<file path="config.mk">
export PLATFORM = sky130hd
export DESIGN_NAME = tick_gen_multi
export DESIGN_NICKNAME = d
export VERILOG_FILES = /design/src/rtl/tick_gen_pkg.sv /design/src/rtl/tick_gen_chan.sv /design/src/rtl/tick_gen_multi.sv
export SDC_FILE = /design/constraint.sdc
export NUM_CORES = 1
export LEC_CHECK = 0
export ABC_AREA = 0
export CAP_MARGIN = 40
export CORE_ASPECT_RATIO = 1.25
export CORE_MARGIN = 2
export CORE_UTILIZATION = 30
export CTS_CLUSTER_SIZE = 10
export DETAILED_ROUTE_END_ITERATION = 7
export DONT_BUFFER_PORTS = 1
export MAX_ROUTING_LAYER = met4
export PLACE_DENSITY = 0.48
export SLEW_MARGIN = 20
export SYNTH_ARGS = -nofsm -noshare
export SYNTH_HDL_FRONTEND = slang
export SYNTH_SLANG_ARGS = --single-unit
</file>
<file path="constraint.sdc">
create_clock -name clk -period 3 [get_ports clk]
set_input_delay 0.6 -clock clk [delete_from_list [all_inputs] [get_ports clk]]
set_output_delay 0.6 -clock clk [all_outputs]
set_load 0.01 [all_outputs]
</file>
<file path="src/rtl/tick_gen_pkg.sv">
// Shared constants and helpers for the multi-channel tick / square-wave generator.
package tick_gen_pkg;

  localparam int unsigned     CNT_W_DEF       = 27;
  localparam longint unsigned CLK_HZ_DEF      = 100_000_000;
  localparam longint unsigned DEFAULT_DIV_DEF = CLK_HZ_DEF / 2;

  // Toggle interval that yields out_hz on clk_out when clocked at clk_hz.
  function automatic longint unsigned hz_to_div(input longint unsigned clk_hz,
                                                input longint unsigned out_hz);
    return clk_hz / (2 * out_hz);
  endfunction

  function automatic int unsigned ch_idx_w(input int unsigned nch);
    return (nch > 1) ? $clog2(nch) : 1;
  endfunction

endpackage

</file>
<file path="src/rtl/tick_gen_chan.sv">
// One divider channel: programmable divisor, counter, tick strobe and 50% clk_out.
module tick_gen_chan #(
  parameter int unsigned      CNT_W   = 27,
  parameter logic [CNT_W-1:0] DEF_DIV = '1
) (
  input  logic             clk_i,
  input  logic             reset_i,
  input  logic             en_i,
  input  logic             wr_i,
  input  logic [CNT_W-1:0] wr_div_i,
  output logic             tick_o,
  output logic             clk_out_o,
  output logic [CNT_W-1:0] div_o,
  output logic [CNT_W-1:0] cnt_o
);

  localparam logic [CNT_W-1:0] ONE = {{(CNT_W-1){1'b0}}, 1'b1};

  logic [CNT_W-1:0] div_q, div_d;
  logic [CNT_W-1:0] cnt_q, cnt_d;
  logic             clk_out_q, clk_out_d;
  logic             tick_q, tick_d;

  // A write always beats a coincident terminal count: no tick, no toggle.
  always_comb begin
    div_d     = div_q;
    cnt_d     = cnt_q;
    clk_out_d = clk_out_q;
    tick_d    = 1'b0;
    if (wr_i) begin
      div_d = wr_div_i;
      cnt_d = '0;
    end else if (div_q == '0) begin
      cnt_d = '0;
    end else if (en_i) begin
      if (cnt_q == div_q - ONE) begin
        cnt_d     = '0;
        clk_out_d = ~clk_out_q;
        tick_d    = 1'b1;
      end else begin
        cnt_d = cnt_q + ONE;
      end
    end
  end

  always_ff @(posedge clk_i) begin
    if (reset_i) begin
      div_q     <= DEF_DIV;
      cnt_q     <= '0;
      clk_out_q <= 1'b0;
      tick_q    <= 1'b0;
    end else begin
      div_q     <= div_d;
      cnt_q     <= cnt_d;
      clk_out_q <= clk_out_d;
      tick_q    <= tick_d;
    end
  end

  assign tick_o    = tick_q;
  assign clk_out_o = clk_out_q;
  assign div_o     = div_q;
  assign cnt_o     = cnt_q;

endmodule

</file>
<file path="src/rtl/tick_gen_multi.sv">
// Multi-channel runtime-programmable clock-enable / square-wave generator.
// Optional register readback port is built when TICK_GEN_READBACK_EN is defined.
module tick_gen_multi
  import tick_gen_pkg::*;
#(
  parameter longint unsigned CLK_HZ      = CLK_HZ_DEF,
  parameter int unsigned     NCH         = 4,
  parameter int unsigned     CNT_W       = CNT_W_DEF,
  parameter longint unsigned DEFAULT_DIV = CLK_HZ / 2,
  localparam int unsigned    CHW         = ch_idx_w(NCH)
) (
  input  logic             clk,
  input  logic             reset,
  input  logic             en,
  input  logic             wr_en,
  input  logic [CHW-1:0]   wr_ch,
  input  logic [CNT_W-1:0] wr_div,
`ifdef TICK_GEN_READBACK_EN
  input  logic [CHW-1:0]   rd_ch,
  output logic [CNT_W-1:0] rd_div,
  output logic [CNT_W-1:0] rd_cnt,
`endif
  output logic [NCH-1:0]   tick,
  output logic [NCH-1:0]   clk_out
);

  // The reset divisor must fit the counter untruncated.
  if ((DEFAULT_DIV >> CNT_W) != 0) begin : g_div_range
    $error("tick_gen_multi: DEFAULT_DIV does not fit in CNT_W bits");
  end

  logic [CNT_W-1:0] div_a [NCH];
  logic [CNT_W-1:0] cnt_a [NCH];

  for (genvar i = 0; i < NCH; i++) begin : g_chan
    tick_gen_chan #(
      .CNT_W   (CNT_W),
      .DEF_DIV (CNT_W'(DEFAULT_DIV))
    ) u_chan (
      .clk_i     (clk),
      .reset_i   (reset),
      .en_i      (en),
      .wr_i      (wr_en && (wr_ch == CHW'(i))),
      .wr_div_i  (wr_div),
      .tick_o    (tick[i]),
      .clk_out_o (clk_out[i]),
      .div_o     (div_a[i]),
      .cnt_o     (cnt_a[i])
    );
  end

`ifdef TICK_GEN_READBACK_EN
  logic [CNT_W-1:0] rd_div_q, rd_div_d;
  logic [CNT_W-1:0] rd_cnt_q, rd_cnt_d;

  // Out-of-range channel indices match no entry and read as zero.
  always_comb begin
    rd_div_d = '0;
    rd_cnt_d = '0;
    for (int i = 0; i < NCH; i++) begin
      if (rd_ch == CHW'(i)) begin
        rd_div_d = div_a[i];
        rd_cnt_d = cnt_a[i];
      end
    end
  end

  always_ff @(posedge clk) begin
    if (reset) begin
      rd_div_q <= '0;
      rd_cnt_q <= '0;
    end else begin
      rd_div_q <= rd_div_d;
      rd_cnt_q <= rd_cnt_d;
    end
  end

  assign rd_div = rd_div_q;
  assign rd_cnt = rd_cnt_q;
`else
  logic unused_ok;
  always_comb begin
    unused_ok = 1'b0;
    for (int i = 0; i < NCH; i++) begin
      unused_ok = unused_ok ^ (^div_a[i]) ^ (^cnt_a[i]);
    end
  end
`endif

endmodule

</file>
# Yosys cells after proc, flatten, opt, wreduce, memory -nomap -nowiden
# Index checks and enable logic that the tools add are counted.
# W data, S select, Z words.
# totals
ff_bits	224
in_bits	33
out_inout_bits	8
elab_cells	73
# classes
add_sub_neg	8
eq_ne	7
mux	8
bitwise_logic	13
reduce_logical	21
# op_table
operator	count
$add A27 B1 Y27 const B	4
$eq A27 B27 Y1	4
$logic_not A27 Y1	4
$mux W27	4
$sub A27 B1 Y27 const B	4
$reduce_and A4 Y1	4
$reduce_or A4 Y1	4
$not A1 Y1	13
$reduce_or A3 Y1	4
$eq A2 B2 Y1 const B	2
$logic_and A1 B1 Y1	4
$mux W1	4
$eq A2 B1 Y1 const B	1
$logic_not A2 Y1	1

# Logic depth before layout (Yosys ltp)
# depth
depth_word	4
ltp_mapped	14
mapped_depth_nobuf	10

# Cells and area by module
# A second synthesis with hierarchy kept.
# unflattened
hier_cells	1580
area_unflattened_um2	13220.2
# modules_own_cells
mod	n_inst	cells_per_inst	area_per_inst_um2	seq_area_each_um2
tick_gen_chan	4	394	3295.7	1121.1
tick_gen_multi	1	4	37.5	0.0

# Worst setup path before layout
# Ideal clock, no wire load.
# synth_timing
path_type	register to register
start	reg g_chan[3].u_chan.div_q[0]
end	reg g_chan[3].u_chan.cnt_q[10]
setup_ns	0.117
t_arrival_ns	3.124
required_ns	2.883
setup_slack_ns	-0.241
path_stages_with_launch	12
path_buffers	1
synth_period_minus_slack_ns	3.241
cell_sequence	dfxtp_1 -> inv_1 -> ha_1 -> or4b_4 -> nand4b_4 -> or4_1 -> or3_1 -> a221o_1 -> a2111o_1 -> o21bai_4 -> buf_2 -> nor2_1
# synth_via
elab_chain_len	3
word_cells_on_any_way	5
cone_classes	add/sub (1); eq/ne (1); mux (1); reduce/logical (2)
# synth_rtl
element	line_no	rtl
start: declaration	tick_gen_chan.sv:19	logic [CNT_W-1:0] div_q, div_d;
start signal: assignment	tick_gen_chan.sv:53	div_q <= div_d;
$sub A27 B1 Y27	tick_gen_chan.sv:36	if (cnt_q == div_q - ONE) begin
$eq A27 B27 Y1	tick_gen_chan.sv:36	
$mux W27	tick_gen_chan.sv:36	
end signal: assignment	tick_gen_chan.sv:54	cnt_q <= cnt_d;
end: declaration	tick_gen_chan.sv:20	logic [CNT_W-1:0] cnt_q, cnt_d;
# Several ways; a longest one is shown, not always the timed one.
# A chain may end at the register's enable or synchronous reset.

# Worst setup path in the final report
# layout_timing
start	reg g_chan[3].u_chan.div_q[0]
end	reg g_chan[3].u_chan.clk_out_q
# layout_via
elab_chain_len	3
word_cells_on_any_way	5
cone_classes	add/sub (1); eq/ne (1); bitwise (1); reduce/logical (2)
# layout_rtl
element	line_no	rtl
$sub A27 B1 Y27 or $logic_not A27 Y1 (tied branches)	tick_gen_chan.sv:36, tick_gen_chan.sv:33	
$eq A27 B27 Y1 or $not A1 Y1 (tied branches)	-	
$reduce_and A4 Y1 (no line) *	-	
end signal: assignment	tick_gen_chan.sv:55	clk_out_q <= clk_out_d;
end: declaration	tick_gen_chan.sv:21	logic clk_out_q, clk_out_d;
# Every way passes the cells marked *; elsewhere a longest branch is shown, timed or not.

==> results.env <==
SYN_INST=1695
SYNTH_AREA_PER_CELL_UM2=7.789
CTS.CLK_SLEW.WORST_PATHS_PS=60
FINALCLOCKSKEW_PS=11.56
YS_TOP_CELLS_BY_COUNT='sky130_fd_sc_hd__nand2_1, sky130_fd_sc_hd__dfxtp_1, sky130_fd_sc_hd__nor2_1'
DIE_AREA_UM2=45710
SYNTH-EDFF-COUNT=0
POWER.IR.VDD_WORST_mV=0.3649
ROUTED-VIA-COUNT=12000
PATH_CELLS='inv_2 -> ha_4 -> or4b_4 -> nand4b_4 -> or4_4 -> or3_4 -> a221o_1 -> a2111o_1 -> or3_1 -> a21oi_1'
PLACE_HPWL_MM=30.60
POST-ROUTE-MIN-PERIOD_PS=3214
LAYOUT-DRIVE-GT1-SHARE=0.1783
VIAS_IN_THE_FIRST_GLOBAL_ROUTE=11680
VIAS_PER_CELL=5.098
DRC_ERRORS=0
DP_WORST_SETUP_SLACK_PS=-214.4
NUM_ROWS=85
MAXIMUM_NUMBER_OF_PINS_ON_ONE_NET_BEFORE_GLOBAL_ROUTE_REPAIR=121
YS_WARN_COUNT=0
VIOLATED_CHECKS='setup timing'
ANTENNA_VIOLATIONS_BEFORE_REPAIR=0
CTS-BUFFERS-INSERTED=27
CLK_ROOT_BUFFER_CELL='sky130_fd_sc_hd__clkbuf_16'
POST_SYNTH_NUM_CELL_TYPES=80
POSTLAYOUTCOREUTIL=0.3693
CRITICAL_PATH_PEAK_FANOUT=4
SETUP_SLACK_PS=-214.2
DETAIL_ROUTE.FIRST_PASS.ITERATIONS=5
CPLARGESTDELAYFAMILY='simple AND/OR/NAND/NOR gates'
IO_PINS=41
POSTSYNTHREGISTERBITS=224
ASYNC_SET_OR_RESET_FLOP_FRACTION_IN_THE_SYNTHESIZED_NETLIST=0
FMAXACHIEVABLE_MHz=311.1
PLACER_CONGESTION_ESTIMATE=0.9185
NUM-FILL-CELLS=4483
FINAL_HOLD_VIOL_COUNT=0
N_ANTENNA_CELL=0
ROUTE.ANTENNA.REMAINING_NETS=0
MAX-SLEW-MARGIN-REL=0.5861
POST-PLACE-CELLS=2304
ROUTED_WL_MM=41.16
SEQ_AREA_FRAC_SYNTH=0.3397
MAPPEDNETLISTNETS=1736
FINAL-MAX-SLEW-VIOLATION-COUNT=0
WORST_SETUP_PATH_END_KIND='register'
WORST_EP_REQUIRED_TIME_PS=3470
SYNTH_AREA_LEADER_CELL='sky130_fd_sc_hd__dfxtp_1'
WORST_SKEW_PAIR.LATE_LATENCY_PS=540
CRITICAL_PATH.STARTPOINT_TYPE='register'
P_LEAK_nW=5.906
HOLD_PATH.CLASS='input pin to register'
SYNTHFLOPTYPE='sky130_fd_sc_hd__dfxtp_1'
WIRE_LENGTH_OF_THE_FIRST_GLOBAL_ROUTING_PASS_MM=64.29
FIN_NETS=1820
CTS-ROOT-TO-SINK-BUFFERS=3
GLOBAL_ROUTE.OVERFLOW_TOTAL=0
FLOORPLAN.DIE.WIDTH_UM=191.6
CLOCK_SINKS=224
CTS_HTREE_LEVELS=1
CRIT_PATH_TOP_DELAY_CELL='sky130_fd_sc_hd__or4b_4'
OUTCOME='finished, violations left'
PORTBUFFERS=0
LAYOUT.CELL_AREA.NON_FILLER_UM2=15990
SETUP_VIOL=30
CRITPATHBUFINV=1
UNREPAIRED_SETUP_ENDPOINTS_AFTER_GLOBAL_ROUTING='yes'
DIE_Y_UM=238.5
CLOCK_TREE_FROM_TRITONCTS='yes'
DRT_ITER0_MARKERS=717
ARRIVAL_PS=3680
WORST_SLEW_PIN_TRAN_PS=615.2
FINAL-INSTANCE-COUNT-EXCL-FILL=2354
PLACE_AREA_UM2=14700
SYNTHMOSTINSTANTIATEDCELL='sky130_fd_sc_hd__nand2_1'
CELLPOWERDENSITY_nW_PER_UM2=427.7
NETLIST_TOP_CELLS_AREA='sky130_fd_sc_hd__dfxtp_1, sky130_fd_sc_hd__nand2_1, sky130_fd_sc_hd__xnor2_1'
GRT.TOTAL_USAGE=0.1827
MAX_STAGE_DELAY_PS=450
SETUP.WORST_PATH.CLASS='register to register'
FINAL_MIN_PERIOD_OVER_CLOCK_PERIOD=1.071
FP.COREAREA_UM2=43290
INITIAL_CORE_UTIL=0.3050
CAP_VIOLATIONS=0
POST_SYNTH_INSTANCE_AREA_UM2=13200
SYNTH_TOP_AREA_SHARE=0.3397
ROUTE.DETAILED.WL_PER_INST_UM=17.49
AREAGROWTHSYNTHTOFINISH_PCT=21.09
-- registers in the layout, summed over array words and instances, names as in the netlist --
| signal | flops |
|---|---|
| g_chan.u_chan.div_o | 108 |
| g_chan.u_chan.cnt_o | 108 |
| g_chan.u_chan.tick_o | 4 |
| g_chan.u_chan.clk_out_o | 4 |
-- power breakdown --
group          total, mW  internal, mW  switching [mW]
registers           3.13          3.05          0.0818
clock network       2.94          1.72            1.23
logic              0.764         0.362           0.402
-- cells by family after synthesis --
group | synth area share
fa+ha+maj | 0.007582
mux | 0.01005
simple gates | 0.3435
flops | 0.3397
compound gates | 0.1069
buf+inv | 0.03971
xor+xnor | 0.1526
-- worst paths after layout --
path                                               start                                      end  slack, ps  depth (start not counted)
setup / recovery  g_chan[3].u_chan.div_o[0]$_SDFFE_PP0P_  g_chan[3].u_chan.clk_out_o$_SDFFE_PP0P_       -210                         10
hold / removal                                     reset  g_chan[3].u_chan.clk_out_o$_SDFFE_PP0P_        180                          1
setup reg to reg  g_chan[3].u_chan.div_o[0]$_SDFFE_PP0P_  g_chan[3].u_chan.clk_out_o$_SDFFE_PP0P_       -210                         10
hold reg to reg   g_chan[1].u_chan.div_o[5]$_SDFFE_PP0P_   g_chan[1].u_chan.div_o[5]$_SDFFE_PP0P_        490                          2
-- area by class of cell --
cell class	instances	area (um2)	share of cell area
well taps	565	706.9	0.04422
multi-input cells	1346	8643	0.5407
flip-flops and latches	224	4493	0.2811
inverters	22	82.58	0.005166
repair buffers	158	1300	0.08132
clock buffers	39	760.7	0.04759
-- per-stage QoR --
step           TNS [ps]  total power, mW  hold slack, ps
5_1_grt          -12000            7.166           127.0
3_3_place_gp      -6505            3.895           475.9
3_5_place_dp      -7127            3.902           481.2
6_report          -5288            6.837           177.1
4_1_cts           -4917            6.903           139.1
2_1_floorplan     -3123            3.675           452.9
-- cells in the final DEF (no fill, tap or decap), types with 8 or more instances in the layout --
master	count
sky130_fd_sc_hd__mux2i_1	11
sky130_fd_sc_hd__and3_1	33
sky130_fd_sc_hd__nand3b_1	51
sky130_fd_sc_hd__or4_1	13
sky130_fd_sc_hd__nand2b_1	10
sky130_fd_sc_hd__nor2_2	9
sky130_fd_sc_hd__clkbuf_1	8
sky130_fd_sc_hd__and2_4	22
sky130_fd_sc_hd__o211ai_1	12
sky130_fd_sc_hd__inv_1	20
sky130_fd_sc_hd__or2_2	17
sky130_fd_sc_hd__and4_1	13
sky130_fd_sc_hd__xor2_1	112
sky130_fd_sc_hd__a211oi_1	8
sky130_fd_sc_hd__buf_4	144
sky130_fd_sc_hd__nand4_1	49
sky130_fd_sc_hd__or3_1	16
sky130_fd_sc_hd__o21ai_0	20
sky130_fd_sc_hd__nor4_1	27
sky130_fd_sc_hd__and2_1	8
sky130_fd_sc_hd__clkbuf_16	29
sky130_fd_sc_hd__dfxtp_1	217
sky130_fd_sc_hd__xnor2_1	117
sky130_fd_sc_hd__nand3_1	55
sky130_fd_sc_hd__nor4_2	10
sky130_fd_sc_hd__o31ai_1	12
sky130_fd_sc_hd__a21oi_1	79
sky130_fd_sc_hd__or4_4	9
sky130_fd_sc_hd__nor2b_1	13
sky130_fd_sc_hd__nor3_1	46
sky130_fd_sc_hd__nand2_1	286
sky130_fd_sc_hd__nor2_1	146
-- repair_timing --
item | in CTS | in global routing
hold buffers | 0 | 0
gates cloned | 0 | 5
gates resized for setup | 11 | 91
setup buffers | 1 | 6
pin swaps | 5 | 26
endpoints found under the setup margin | 77 | 116
-- metal layers --
metal  global-route usage  part of all wire
met1               0.2113              0.43
met2               0.3202              0.50
met3              0.03611             0.053
met4              0.04918             0.025
met5                    -                 0
Note: power is estimated with default switching activity, not from simulation.
